==> config.mk <==
export PLATFORM = sky130hd
export DESIGN_NAME = regfile_write_arbiter
export DESIGN_NICKNAME = d
export VERILOG_FILES = /design/src/rtl/regfile_write_arbiter.sv
export SDC_FILE = /design/constraint.sdc
export NUM_CORES = 1
export LEC_CHECK = 0
export BUFFER_PORTS_ARGS = -buffer_cell sky130_fd_sc_hd__buf_4
export CORE_ASPECT_RATIO = 0.7
export CORE_UTILIZATION = 43
export DETAILED_ROUTE_END_ITERATION = 16
export SLEW_MARGIN = 30
export SYNTH_ARGS = -nofsm -noshare
export SYNTH_HDL_FRONTEND = slang
export SYNTH_SLANG_ARGS = --single-unit
==> constraint.sdc <==
create_clock -name clk -period 4.4 [get_ports clk]
set_clock_uncertainty 0.15 [all_clocks]
set_input_delay 0.88 -clock clk [delete_from_list [all_inputs] [get_ports clk]]
set_output_delay 0.88 -clock clk [all_outputs]
set_load 0.02 [all_outputs]
==> src/rtl/regfile_write_arbiter.sv <==
// Register-file write-port arbiter.
// Merges single-cycle ALU results (highest priority) with long-latency results
// that wait in a small FIFO. The module drives the single registered write port
// and provides per-register busy flags to decode.
//
// Handshake (long-latency input): a transfer happens on a rising clock edge
// when lu_valid && lu_ready. The producer holds lu_reg/lu_data stable while
// lu_valid is high and the transfer has not yet happened. lu_ready is !full.
// Because lu_ready depends only on occupancy, a full FIFO refuses input even
// when an entry pops in the same cycle. The ALU input has no back-pressure, so
// an ALU result is taken in every cycle that alu_valid is high.
module regfile_write_arbiter #(
   parameter int DATA_W = 32,
   parameter int ADDR_W = 5,
   parameter int DEPTH  = 4
) (
   input  logic                       clk,
   input  logic                       rst_n,
   input  logic                       alu_valid,
   input  logic [ADDR_W-1:0]          alu_reg,
   input  logic [DATA_W-1:0]          alu_data,
   input  logic                       lu_valid,
   output logic                       lu_ready,
   input  logic [ADDR_W-1:0]          lu_reg,
   input  logic [DATA_W-1:0]          lu_data,
   output logic                       RegWrite,
   output logic [ADDR_W-1:0]          wreg,
   output logic [DATA_W-1:0]          wdata,
   input  logic [ADDR_W-1:0]          q_reg1,
   input  logic [ADDR_W-1:0]          q_reg2,
   output logic                       busy1,
   output logic                       busy2,
   output logic [$clog2(DEPTH):0]     count,
   output logic                       full,
   output logic                       empty
);

   localparam int PTR_W = $clog2(DEPTH);
   localparam int CNT_W = PTR_W + 1;
   localparam logic [CNT_W-1:0] DEPTH_C = CNT_W'(DEPTH);

   // FIFO storage. A kill bit marks an entry superseded by a younger ALU
   // write to the same register; it still drains in order but writes nothing.
   logic [ADDR_W-1:0] ent_reg  [DEPTH];
   logic [DATA_W-1:0] ent_data [DEPTH];
   logic [DEPTH-1:0]  ent_kill;
   logic [DEPTH-1:0]  ent_occ;

   logic [PTR_W-1:0]  head;
   logic [PTR_W-1:0]  tail;

   logic push;       // handshake completes this cycle
   logic pop;        // head entry is issued this cycle
   logic bypass;     // pushed entry goes straight to the write port
   logic store;      // pushed entry is written into the FIFO
   logic push_kill;  // pushed entry is already superseded by the ALU result

   assign full     = (count == DEPTH_C);
   assign empty    = (count == '0);
   assign lu_ready = !full;

   // Issue priority and push routing for this cycle.
   always_comb begin
      push      = lu_valid && lu_ready;
      pop       = !alu_valid && !empty;
      bypass    = !alu_valid && empty && push;
      store     = push && !bypass;
      push_kill = alu_valid && (lu_reg == alu_reg);
   end

   // Occupancy per slot, derived from head and count (slot offset from head
   // below count means the slot holds an entry).
   always_comb begin
      ent_occ = '0;
      for (int i = 0; i < DEPTH; i++) begin
         ent_occ[i] = ({1'b0, PTR_W'(PTR_W'(i) - head)} < count);
      end
   end

   // Busy flags: only occupied, unkilled entries count as pending writes.
   always_comb begin
      busy1 = 1'b0;
      busy2 = 1'b0;
      for (int i = 0; i < DEPTH; i++) begin
         if (ent_occ[i] && !ent_kill[i]) begin
            if (ent_reg[i] == q_reg1) busy1 = 1'b1;
            if (ent_reg[i] == q_reg2) busy2 = 1'b1;
         end
      end
   end

   // Payload storage; contents are only meaningful while the slot is occupied.
   always_ff @(posedge clk) begin
      if (store) begin
         ent_reg[tail]  <= lu_reg;
         ent_data[tail] <= lu_data;
      end
   end

   // Kill bits: set on stored entries matching an ALU write, cleared on reset.
   always_ff @(posedge clk or negedge rst_n) begin
      if (!rst_n) begin
         ent_kill <= '0;
      end else begin
         for (int i = 0; i < DEPTH; i++) begin
            if (store && (tail == PTR_W'(i))) begin
               ent_kill[i] <= push_kill;
            end else if (alu_valid && ent_occ[i] && (ent_reg[i] == alu_reg)) begin
               ent_kill[i] <= 1'b1;
            end
         end
      end
   end

   // Pointers and occupancy count; pointers wrap naturally as DEPTH is 2^n.
   always_ff @(posedge clk or negedge rst_n) begin
      if (!rst_n) begin
         head  <= '0;
         tail  <= '0;
         count <= '0;
      end else begin
         if (store) tail <= tail + PTR_W'(1);
         if (pop)   head <= head + PTR_W'(1);
         case ({store, pop})
            2'b10:   count <= count + CNT_W'(1);
            2'b01:   count <= count - CNT_W'(1);
            default: count <= count;
         endcase
      end
   end

   // Registered write port: ALU first, then FIFO head, then bypass, else idle.
   always_ff @(posedge clk or negedge rst_n) begin
      if (!rst_n) begin
         RegWrite <= 1'b0;
         wreg     <= '0;
         wdata    <= '0;
      end else if (alu_valid) begin
         RegWrite <= 1'b1;
         wreg     <= alu_reg;
         wdata    <= alu_data;
      end else if (!empty) begin
         RegWrite <= !ent_kill[head];
         wreg     <= ent_reg[head];
         wdata    <= ent_data[head];
      end else if (bypass) begin
         RegWrite <= 1'b1;
         wreg     <= lu_reg;
         wdata    <= lu_data;
      end else begin
         RegWrite <= 1'b0;
      end
   end

endmodule

==> results.ini <==
[setup_path]
rr_startpoint=count[2]
endpoint_kind=output pin
cp_slowest_cell=dfrtp_1
r2r_end=ent_data[3][17]
crit_type=flop to output pin
required_ps=3370
rr_worst_depth=4
r2r_setup_slack_ps=1710
critPathMaxStageDelay_ps=460
worstPathCellList=inv_1 > ha_1 > a211oi_1 > nor3_1 > nand4_1 > o21ai_0 > a211o_1 > buf_4
cp.arrival_ps=2460
start_kind=flop
critPathMaxFanout=5

[min_path]
hp-class=input port to asynchronous set/reset pin

[grt]
antenna_found_initial=0
grt_pass1_wl_microns=31500
overflow=0
track_usage_pct=19.9
grt_max_degree=82
grt_pass1_vias=5480

[pwr]
p_per_area_nw_per_um2=611
seq_power_share_pct=41.9
combPwrFrac_pct=33.0
p_sw_share_pct=33.8
pwr-share-clk_pct=25.1
p_leak_nw=4.25
vdd_ir_drop_max_mv=0.359
p_int_mw=4.38
switching_power_mw=2.24

[synth]
syn_inst=622
synth_area_leaders=edfxtp_1 50%, dfrtp_1 14%, mux4_2 9.6%
netlist_area_sq_um=8940
synth_sequential_area_ratio_pct=63.4
synth.distinct_cells=35
yosysWarningCount=0
syn_avg_cell_area_sq_um=14.4
synth_top_area_share_pct=49.7
ys_seq_elements=197
post-synth-top-area-cell=edfxtp_1
synthesis.nets=720

[clocking]
path_clk_slew_ps=70
clockRootBuffer=clkbuf_16
h-tree-depth=4
tritoncts=built
cts_resized=0
cts_hold_buffers=0
cts_buffers=17
postCtsSetupBuffers=0
clock_latency_ps=430
clock_tree.buffer_depth=2
cts_sinks=197

[sta]
fin_crit_ps=3490
setup_viol=0
period_share_pct=79.4
hold_viol=0
worstMarginPinSlew_ps=879
rsz0062_at_grt=no
timing.slew.headroom_pct=41.4
max_freq_mhz=286
setup-tns-final_ps=0
maxSlewViolCount=0

[die]
die_h_microns=123
die_w_microns=174
dieArea_sq_um=21400
placement_rows=43
ios=134
coreArea_sq_um=20100
initial_core_util_pct=44.6

[placed_design]
gp_congestion=0.863
hpwl_microns=13300
io_buffers=133
dp.cells=997

[finish]
area_growth_pct=21.1
final_nets=844
n_antenna_cell=0
drive_gt1_share_pct=29.5
largest_register_ffs=128
layout.cells.non_filler=1029

[run]
max-cap-violations=0

[routing]
vias_per_cell=5.25
postRouteAntennaNets=0
wl_per_cell_microns=19.8
first_iter_violations=372
routed_wl_microns=20300
drc_errors=0
drt_pass1_iterations=5
via_count=5403

[outcome]
status=finished, final reports clean

[Yosys cell counts]
master and n:
or4_1 1, nor3_1 7, a22oi_1 4, xor2_1 41
nand2_2 1, mux4_2 38, clkbuf_1 15, a21oi_1 39
and3_1 2, and2_1 4, inv_1 11, nor4_1 6
xnor2_1 31, o21bai_1 2, o21ai_1 23, dfrtp_1 49
a21oi_2 2, buf_4 7, fa_1 1, a211o_1 2
nor2b_1 1, buf_2 10, mux2_2 1, buf_1 6
nand2b_1 3, ha_1 9, nor2_1 10, nand3_1 7
o21ai_0 20, nand2_1 78, nand4_1 4, nor3_2 1
a211oi_1 1, edfxtp_1 148, mux2i_1 37
[routing by layer]
layer,up-vias,routed length (microns),GRT usage [%]
li1,2544,-,-
met1,2710,9600,29.5
met2,133,9420,30.3
met3,16,1130,4.00
met4,0,187,4.22
met5,-,0,0
[worst max-delay path, delay by kind of cell (launching register included)]
| kind | cells | cell delay [ps] |
|---|---|---|
| AO/OA/AOI/OAI | 3 | 670 |
| adder cells (fa/ha/maj) | 1 | 360 |
| buffers and inverters | 2 | 350 |
| flip-flops | 1 | 460 |
| AND/OR/NAND/NOR | 2 | 200 |
[layout make-up]
| cell class | count | area (sq um) |
|---|---|---|
| sequential | 197 | 5670 |
| fill | 1655 | 9240 |
| multi-input combinational | 376 | 3060 |
| inverter | 11 | 41.3 |
| clock buffer | 17 | 425 |
| timing repair buffer | 143 | 1070 |
| clock inverter | 15 | 215 |
| tap | 270 | 338 |
[power groups by stage]
stage | clock [mW] | combinational (mW) | sequential (mW)
3_5_place_dp | 0 | 2.22 | 2.81
2_1_floorplan | 0 | 1.39 | 2.85
6_report | 1.66 | 2.19 | 2.77
3_3_place_gp | 0 | 2.18 | 2.79
5_1_grt | 1.76 | 2.40 | 2.83
4_1_cts | 1.69 | 2.23 | 2.78
[kinds of logic (layout without fill, tap and decap cells)]
kind of cell / Yosys count / after routing / share of synthesized area (%)
adder cells (fa/ha/maj): 10 / 10 / 1.48
flip-flops: 197 / 197 / 63.4
XOR/XNOR: 72 / 72 / 7.05
AND/OR/NAND/NOR: 125 / 125 / 6.14
AO/OA/AOI/OAI: 93 / 93 / 5.57
multiplexers: 76 / 76 / 13.8
buffers and inverters: 49 / 186 / 2.49
[worst max path at each step]
| stage | startpoint | to | slack (ps) | depth (start not counted) |
|---|---|---|---|---|
| 2_1_floorplan | head[1] | busy1 | 1310 | 9 |
| 3_3_place_gp | q_reg1[2] | busy1 | 1380 | 7 |
| 3_5_place_dp | alu_valid | count[1] | 1320 | 7 |
| 4_1_cts | count[1] | busy1 | 870 | 8 |
| 5_1_grt | count[1] | busy1 | 710 | 8 |
| 6_report | count[1] | busy1 | 910 | 8 |
[through the flow]
step                setup slack [ps]  util (%)  total power, mW  cell area, sq um  hold slack [ps]
floorplan                       1310         -             4.24              8940              395
finish                           906      53.9             6.62             10800              354
CTS                              868      53.9             6.69             10800              375
detailed placement              1320      50.8             5.03             10200              450
global placement                1380      50.8             4.97             10200              429
global route                     714      53.9             6.98             10800              393
[cells in the final DEF (no fill, tap or decap), types with 3 or more instances in the layout]
cell and instances:
inv_1 11, a22oi_1 4, dfrtp_1 47, nor3_1 7
and2_2 4, nand4_1 4, ha_1 9, inv_6 5
nand3_1 7, clkbuf_16 17, o21ai_1 23, nor4_1 6
xnor2_1 31, clkinv_4 3, edfxtp_1 148, mux2i_1 37
nor2_1 10, nand2_1 78, bufinv_16 3, mux4_2 38
nand2b_1 3, xor2_1 41, a21oi_1 39, o21ai_0 20
buf_4 143
Note: power is estimated with default switching activity, not from simulation.
